$ cat src/rtl/mod_down_counter_if.sv
// Bundles the control inputs and count outputs of mod_down_counter.
// Signals only; no latency.
// No backpressure: the counter acts on its inputs on every clock edge.
// Optional macro MOD_DOWN_COUNTER_GRAY_OUT_EN adds the q_gray output.
interface mod_down_counter_if #(
    parameter int WIDTH = 4
);
    logic             en;
    logic             load;
    logic [WIDTH-1:0] load_val;
    logic             oneshot;
    logic [WIDTH-1:0] q;
    logic             tc;
    logic             done;
`ifdef MOD_DOWN_COUNTER_GRAY_OUT_EN
    logic [WIDTH-1:0] q_gray;

    modport master (output en, load, load_val, oneshot, input q, tc, done, q_gray);
    modport slave  (input en, load, load_val, oneshot, output q, tc, done, q_gray);
`else
    modport master (output en, load, load_val, oneshot, input q, tc, done);
    modport slave  (input en, load, load_val, oneshot, output q, tc, done);
`endif
endinterface

$ cat src/rtl/mod_down_counter.sv
// Modulo-MODULUS down counter with clamped parallel load, enable, terminal count and one-shot halt.
// Latency: q/done/q_gray update one edge after inputs; tc is combinational from en, q and state.
// No backpressure; optional Gray output under macro MOD_DOWN_COUNTER_GRAY_OUT_EN.
module mod_down_counter #(
    parameter int WIDTH   = 4,
    parameter int MODULUS = 16
) (
    input  logic              clk,
    input  logic              rst,
    mod_down_counter_if.slave bus
);

    typedef enum logic {
        RUN    = 1'b0,
        HALTED = 1'b1
    } state_e;

    // Highest legal count; MODULUS may equal 2**WIDTH so this always fits in WIDTH bits.
    localparam logic [WIDTH-1:0] MAX_VAL = WIDTH'(MODULUS - 1);

    state_e           state_q, state_d;
    logic [WIDTH-1:0] q_q, q_d;
    logic             done_q, done_d;

    // Next-state logic, priority: load > count > hold (reset handled in the flops).
    always_comb begin
        state_d = state_q;
        q_d     = q_q;
        done_d  = done_q;
        if (bus.load) begin
            // Out-of-range loads clamp to the top of the count range.
            q_d     = (bus.load_val > MAX_VAL) ? MAX_VAL : bus.load_val;
            state_d = RUN;
            done_d  = 1'b0;
        end else if ((state_q == RUN) && bus.en) begin
            if (q_q != '0) begin
                q_d = q_q - WIDTH'(1);
            end else if (bus.oneshot) begin
                // q stays at zero; only load or reset leaves HALTED.
                state_d = HALTED;
                done_d  = 1'b1;
            end else begin
                q_d = MAX_VAL;
            end
        end
    end

`ifdef MOD_DOWN_COUNTER_GRAY_OUT_EN
    localparam logic [WIDTH-1:0] MAX_GRAY = MAX_VAL ^ (MAX_VAL >> 1);

    logic [WIDTH-1:0] q_gray_q, q_gray_d;

    // Gray encoding taken from the next count so the register lines up with q.
    always_comb begin
        q_gray_d = q_d ^ (q_d >> 1);
    end

    // Gray output register.
    always_ff @(posedge clk or posedge rst) begin
        if (rst) begin
            q_gray_q <= MAX_GRAY;
        end else begin
            q_gray_q <= q_gray_d;
        end
    end

    assign bus.q_gray = q_gray_q;
`endif

    // Counter state, count and done flag.
    always_ff @(posedge clk or posedge rst) begin
        if (rst) begin
            state_q <= RUN;
            q_q     <= MAX_VAL;
            done_q  <= 1'b0;
        end else begin
            state_q <= state_d;
            q_q     <= q_d;
            done_q  <= done_d;
        end
    end

    assign bus.q    = q_q;
    assign bus.done = done_q;
    // Terminal count flags the cycle whose edge will wrap or halt.
    assign bus.tc   = bus.en & (q_q == '0) & (state_q == RUN);

endmodule

$ cat src/flat_wrapper.sv
// flat-port wrapper written by rule: the top's interface ports become plain ports
module mod_down_counter_flat 
#(
    parameter int WIDTH   = 4,
    parameter int MODULUS = 16
)
  (clk, rst, bus_en, bus_load, bus_load_val, bus_oneshot, bus_q, bus_tc, bus_done);
  mod_down_counter_if #(.WIDTH(WIDTH)) bus_i ();
  input  logic clk;
  input  logic rst;
  input wire logic [$bits(bus_i.en)-1:0] bus_en;
  input wire logic [$bits(bus_i.load)-1:0] bus_load;
  input wire logic [$bits(bus_i.load_val)-1:0] bus_load_val;
  input wire logic [$bits(bus_i.oneshot)-1:0] bus_oneshot;
  output wire logic [$bits(bus_i.q)-1:0] bus_q;
  output wire logic [$bits(bus_i.tc)-1:0] bus_tc;
  output wire logic [$bits(bus_i.done)-1:0] bus_done;
  assign bus_i.en = bus_en;
  assign bus_i.load = bus_load;
  assign bus_i.load_val = bus_load_val;
  assign bus_i.oneshot = bus_oneshot;
  assign bus_q = bus_i.q;
  assign bus_tc = bus_i.tc;
  assign bus_done = bus_i.done;
  mod_down_counter #(.WIDTH(WIDTH), .MODULUS(MODULUS)) u_core (.clk(clk), .rst(rst), .bus(bus_i));
endmodule
$ cat config.mk
export PLATFORM = sky130hd
export DESIGN_NAME = mod_down_counter_flat
export DESIGN_NICKNAME = d
export VERILOG_FILES = /design/src/rtl/mod_down_counter_if.sv /design/src/rtl/mod_down_counter.sv /design/src/flat_wrapper.sv
export SDC_FILE = /design/constraint.sdc
export NUM_CORES = 1
export LEC_CHECK = 0
export ABC_AREA = 0
export ABC_CLOCK_PERIOD_IN_PS = 1900
export CAP_MARGIN = 10
export CORE_AREA = 2 2 39 41
export CTS_CLUSTER_DIAMETER = 80
export DETAILED_ROUTE_END_ITERATION = 8
export DIE_AREA = 0 0 41 43
export PLACE_DENSITY_LB_ADDON = 0.3
export SETUP_SLACK_MARGIN = 0.3
export SKIP_LAST_GASP = 1
export SYNTH_ARGS = -nofsm -noshare
export SYNTH_HDL_FRONTEND = slang
export SYNTH_SLANG_ARGS = --single-unit
export TNS_END_PERCENT = 10
$ cat constraint.sdc
create_clock -name clk -period 1.9 [get_ports clk]
set_clock_uncertainty 0.2 [all_clocks]
set_input_delay 0.285 -clock clk [delete_from_list [all_inputs] [get_ports clk]]
set_output_delay 0.285 -clock clk [all_outputs]
set_load 0.01 [all_outputs]
==> results of run 1 <==
==> layer usage <==
metal,vias to the layer above,wire [um],track usage
li1,192,-,-
met1,168,391,0.1443
met2,12,400,0.1594
met3,0,51,0.03141
met4,0,0,0.08000
met5,-,0,0
==> worst max path at each step <==
stage / cells past startpoint / slack (ns) / end
after floorplan: 4 / 0.31 / bus_tc
after global placement: 5 / -0.12 / bus_tc
after detailed placement: 5 / -0.13 / bus_tc
after CTS: 5 / 0.04 / bus_tc
after global routing: 5 / 0.0009 / bus_tc
final: 5 / 0.05 / bus_tc
==> cell type report <==
cell class                      instances  area (um^2)
Timing Repair Buffer                   22        196.4
Multi-Input combinational cell         28        207.7
Sequential cell                         5        130.1
Fill cell                             143        780.7
Tap cell                               16        20.02
Clock buffer                            4        26.28
Inverter                                6        22.52
==> timing repair <==
item / 4_1_cts / 5_1_grt
pin swaps: 2 / 0
resized for setup: 9 / 0
endpoints found under the setup margin: 8 / 9
==> stage by stage <==
step / power (uW) / util
3_5_place_dp: 277.4 / 0.4195
3_3_place_gp: 277.0 / 0.4195
2_1_floorplan: 202.0 / -
4_1_cts: 397.8 / 0.4358
5_1_grt: 423.9 / 0.4358
6_report: 389.0 / 0.4358
==> cell usage after synthesis <==
cell type and instances:
inv_2 1, o21ai_1 2, nand2b_4 1, nor3_1 2, o211ai_1 2, o41ai_1 1, dfrtp_1 1, dfstp_2 4
nor2_1 3, o21a_1 1, nand2_1 3, ha_1 1, inv_1 5, or3b_1 1, nor2b_1 3, a31oi_1 1
or4_1 1, nand4bb_1 1, clkbuf_1 1, a31o_1 2, o21ai_0 1, a21oi_1 2
==> flip-flops by register name, summed over array words and instances (netlist names) <==
register	count
u_core.state_q	1
u_core.bus.q	4
==> where the power goes <==
| part | switching (uW) | leakage [uW] | internal, uW | total (uW) |
|---|---|---|---|---|
| Combinational | 60.5 | 0.000187 | 75.5 | 136 |
| Clock | 42.0 | 0.0000150 | 79.3 | 121 |
| Sequential | 6.51 | 0.0000559 | 125 | 132 |
==> critical path, stage by stage (launching register included) <==
cell,delay [ns]
dfstp_2,0.37
inv_2,0.06
ha_4,0.12
or3b_4,0.39
nor2_4,0.09
buf_6,0.10
==> kinds of logic after synthesis <==
group / after synthesis / share of synthesized area
adders and majority gates: 1 / 0.03662
buffers and inverters: 7 / 0.07691
DFF: 5 / 0.3809
and+or+nand+nor: 15 / 0.2711
AOI/OAI and AO/OA: 12 / 0.2344
==> flow_metrics.tcl, run 1 <==
set metrics [dict create \
    outcome "finished clean" \
    syn_to_final_growth_pct 76.56 \
    layout_setup_ws_ns 0.05126 \
    reg2reg_from "u_core.bus.q[0]" \
    path_clk_slew_ns 0.04 \
    port_buffers 14 \
    min_period_ns 1.849 \
    dieArea_um2 1763 \
    p_leak_uw 0.0002581 \
    cts_root_buffer "clkbuf_4" \
    crit_fanout 2 \
    nets 76 \
    relSlewSlack 0.8167 \
    die_h_um 43 \
    io_pins 15 \
    worstHoldPathType "in2async" \
    synth.avg_cell_area_um2 8.539 \
    reg2reg_slack_ns 0.20 \
    dieWidth_um 41 \
    grt_pass1_wl_mm 1.311 \
    whs_ns 0.04153 \
    startpoint "u_core.bus.q[0]" \
    hold_viol 0 \
    grt_max_degree 9 \
    antenna_found_initial 0 \
    max_freq_mhz 540.9 \
    numCtsBuffers 3 \
    final_common_cell "clkdlybuf4s50_1" \
    synth.area.top_cells "dfstp_2, dfrtp_1, inv_1, nor2b_1, a31o_1" \
    dp_cells 77 \
    drc 0 \
    synth_warnings 0 \
    power_density_nw_per_um2 645.0 \
    dp_hpwl_um 668.8 \
    fp.coreArea_um2 1384 \
    syn_area_um2 341.6 \
    tightest_slew_ns 0.2715 \
    cts_tree "done" \
    grt_setup_unrepaired "yes" \
    post-route-period-util 0.9730 \
    grt_usage 0.1141 \
    cts_setup_buffers 0 \
    drive_gt1_frac 0.3538 \
    grt_pass1_vias 328 \
    num_antenna_cells 0 \
    placed_area_um2 580.6 \
    start_util 0.2468 \
    drt_first_pass_iters 4 \
    rows 14 \
    reg2reg_depth 6 \
    viasPerCell 4.593 \
    required_ns 1.41 \
    synth_top_area_frac 0.3077 \
    synth_top_cell_by_area "dfstp_2" \
    finalInstanceArea_um2 603.1 \
    start_kind "register" \
    fin_setup_tns_ns 0 \
    grt_overflow 0 \
    stdcell_count 81 \
    drt_iter0_markers 5 \
    synth.distinct_cells 22 \
    cap_viol_max_count 0 \
    synth.net_count 50 \
    gp_congestion 0.7078 \
    preCtsSetupSlack_ns -0.1326 \
    drtAntennaViolNets 0 \
    path_class "reg2out" \
    yosysSeqAreaShare 0.3810 \
    wirelength_um 842 \
    setup-violations-final 0 \
    postCtsHoldBufs 0 \
    clk_latency_ns 0.24 \
    crit_arrival_ns 1.36 \
    clockBufferDepth 2 \
    cts.sinks 5 \
    route.vias.total 372 \
    r2r-end "u_core.bus.q[2]" \
    endpoint_kind "primary output" \
    syn_inst 40 \
    ys_ff_latch 5 \
    htree_levels 1 \
    slew_viol_final 0 \
    avgRoutedWirePerCell_um 10.40 \
    max-vdd-ir-drop_uv 245.1 \
    mostFrequentLayoutCells "clkdlybuf4s50_1, buf_4, dlygate4sd2_1, dfstp_2" \
]
(Power assumes the default switching activity.)
==> run 2: changes to the inputs <==
Settings changed: GPL_TIMING_DRIVEN from default to 0, SETUP_SLACK_MARGIN 0.3 to 0.4.
==> flow_metrics.tcl, run 2 (same netlist as run 1, synthesis figures left out) <==
set metrics [dict create \
    outcome "finished clean" \
    max_freq_mhz 530.8 \
    grt_pass1_wl_mm 1.352 \
    combPwrFrac 0.322 \
    drtAntennaViolNets 0 \
    avgRoutedWirePerCell_um 10.83 \
    clk_latency_ns 0.25 \
    nets 72 \
    cap_viol_max_count 0 \
    crit_arrival_ns 1.40 \
    final_common_cell "clkdlybuf4s50_1" \
    drt_iter0_markers 1 \
    reg2reg_slack_ns 0.19 \
    switching_share 0.2853 \
    required_ns 1.41 \
    drive_gt1_frac 0.3115 \
    rows 14 \
    fillCellCount 148 \
    die_h_um 43 \
    dieWidth_um 41 \
    clockBufferDepth 2 \
    fp.coreArea_um2 1384 \
    max_stage_delay_ns 0.39 \
    start_kind "register" \
    dieArea_um2 1763 \
    fin_setup_tns_ns 0 \
    min_period_ns 1.884 \
    largest_reg_flops 4 \
    htree_levels 1 \
    wirelength_um 834 \
    gp_congestion 0.6742 \
    grt_overflow 0 \
    relSlewSlack 0.7408 \
    dp_cells 69 \
    route.vias.total 364 \
    stdcell_count 77 \
    worstHoldPathType "in2async" \
    syn_to_final_growth_pct 67.40 \
    slew_viol_final 0 \
    start_util 0.2468 \
    grt_setup_unrepaired "yes" \
    finalInstanceArea_um2 571.8 \
    postCtsHoldBufs 0 \
    grt_max_degree 9 \
    max-vdd-ir-drop_uv 398.2 \
    cts.sinks 5 \
    antenna_found_initial 0 \
    power_density_nw_per_um2 680.8 \
    r2r-end "u_core.bus.q[2]" \
    tightest_slew_ns 0.3881 \
    drc 0 \
    post-route-period-util 0.9915 \
    placed_area_um2 514.2 \
    cts_root_buffer "clkbuf_4" \
    drt_first_pass_iters 4 \
    grt_pass1_vias 322 \
    grt_usage 0.1149 \
    viasPerCell 4.727 \
    switching_power_uw 111.1 \
    worstPathCellList "inv_2 > ha_4 > or3b_4 > nor2_4 > buf_6" \
    cp_slowest_cell "or3b_4" \
    reg2reg_from "u_core.bus.q[0]" \
    dp_hpwl_um 651.1 \
    clkPwrFrac 0.321 \
    numCtsBuffers 3 \
    path_class "reg2out" \
    mostFrequentLayoutCells "clkdlybuf4s50_1, buf_4, dfstp_2" \
    crit_fanout 3 \
    path_clk_slew_ns 0.04 \
    setup-violations-final 0 \
    power_frac_seq 0.357 \
    endpoint_kind "primary output" \
    intPower_uw 278.2 \
    reg2reg_depth 6 \
    p_leak_uw 0.0002293 \
    num_antenna_cells 0 \
    io_pins 15 \
    port_buffers 13 \
    hold_viol 0 \
    cts_tree "done" \
]
run 2: per-layer routing:
layer  part of all wire  GRT usage
met5                  0          0
met4              0.016    0.06000
met3              0.082    0.03141
met2               0.48     0.1625
met1               0.42     0.1531
run 2: metrics by stage:
| stage | setup slack, ns | total power [uW] | hold slack, ns | utilization |
|---|---|---|---|---|
| floorplan | 0.3090 | 202.0 | -0.1394 | - |
| global placement | -0.2135 | 253.2 | 0.2963 | 0.3716 |
| detailed placement | -0.2368 | 255.2 | 0.3047 | 0.3716 |
| CTS | 0.001972 | 393.2 | 0.04574 | 0.4132 |
| global route | -0.02543 | 415.4 | 0.07937 | 0.4132 |
| finish | 0.01620 | 389.3 | 0.03553 | 0.4132 |
run 2: how the worst max path moves through the flow:
stage	from	cells past startpoint	end	slack (ns)
2_1_floorplan	u_core.bus.q[1]	4	bus_tc	0.31
3_3_place_gp	u_core.bus.q[1]	5	bus_tc	-0.21
3_5_place_dp	u_core.bus.q[1]	5	bus_tc	-0.24
4_1_cts	u_core.bus.q[0]	5	bus_tc	0.002
5_1_grt	u_core.bus.q[0]	5	bus_tc	-0.03
6_report	u_core.bus.q[0]	5	bus_tc	0.02
run 2: what timing repair did:
action,in CTS,in global routing
setup endpoints to repair,11,11
setup buffers,4,0
pin swaps,2,0
resized for setup,5,0
run 2: critical path, delay by kind of cell, from the launching register on:
family,cells,cell delay (ns)
flops,1,0.38
buf+inv,2,0.17
simple gates,2,0.48
fa+ha+maj,1,0.13
run 2: cell type report:
type	instances	area, um^2	share of cell area
Inverter	6	22.52	0.03939
Sequential cell	5	130.1	0.2276
Tap cell	16	20.02	0.03501
Buffer	1	3.754	0.006565
Multi-Input combinational cell	28	207.7	0.3632
Timing Repair Buffer	17	161.4	0.2823
Clock buffer	4	26.28	0.04595
run 2: power by group through the flow:
stage          clock (uW)  sequential [uW]  combinational [uW]
2_1_floorplan           0              146                55.9
3_3_place_gp            0              144                 109
3_5_place_dp            0              143                 112
4_1_cts               127              139                 127
5_1_grt               133              141                 142
6_report              125              139                 125
==> run 3: changes to the inputs <==
Settings changed: ABC_CLOCK_PERIOD_IN_PS 1900 to 1940.
Clock period 1.9 ns to 1.94 ns, I/O delays scaled along.
==> results of run 3 <==
The final DEF is identical to that of run 2. Status: finished clean.
Main changes from that run: setup slack after placement -0.2368 ns -> -0.2028 ns; setup slack after layout 0.01620 ns -> 0.05020 ns; hold slack 0.03553 ns -> 0.04153 ns; register-to-register setup slack 0.19 ns -> 0.23 ns; total power 389.3 uW -> 381.2 uW; worst IR drop on VDD 398.2 uV -> 390.0 uV
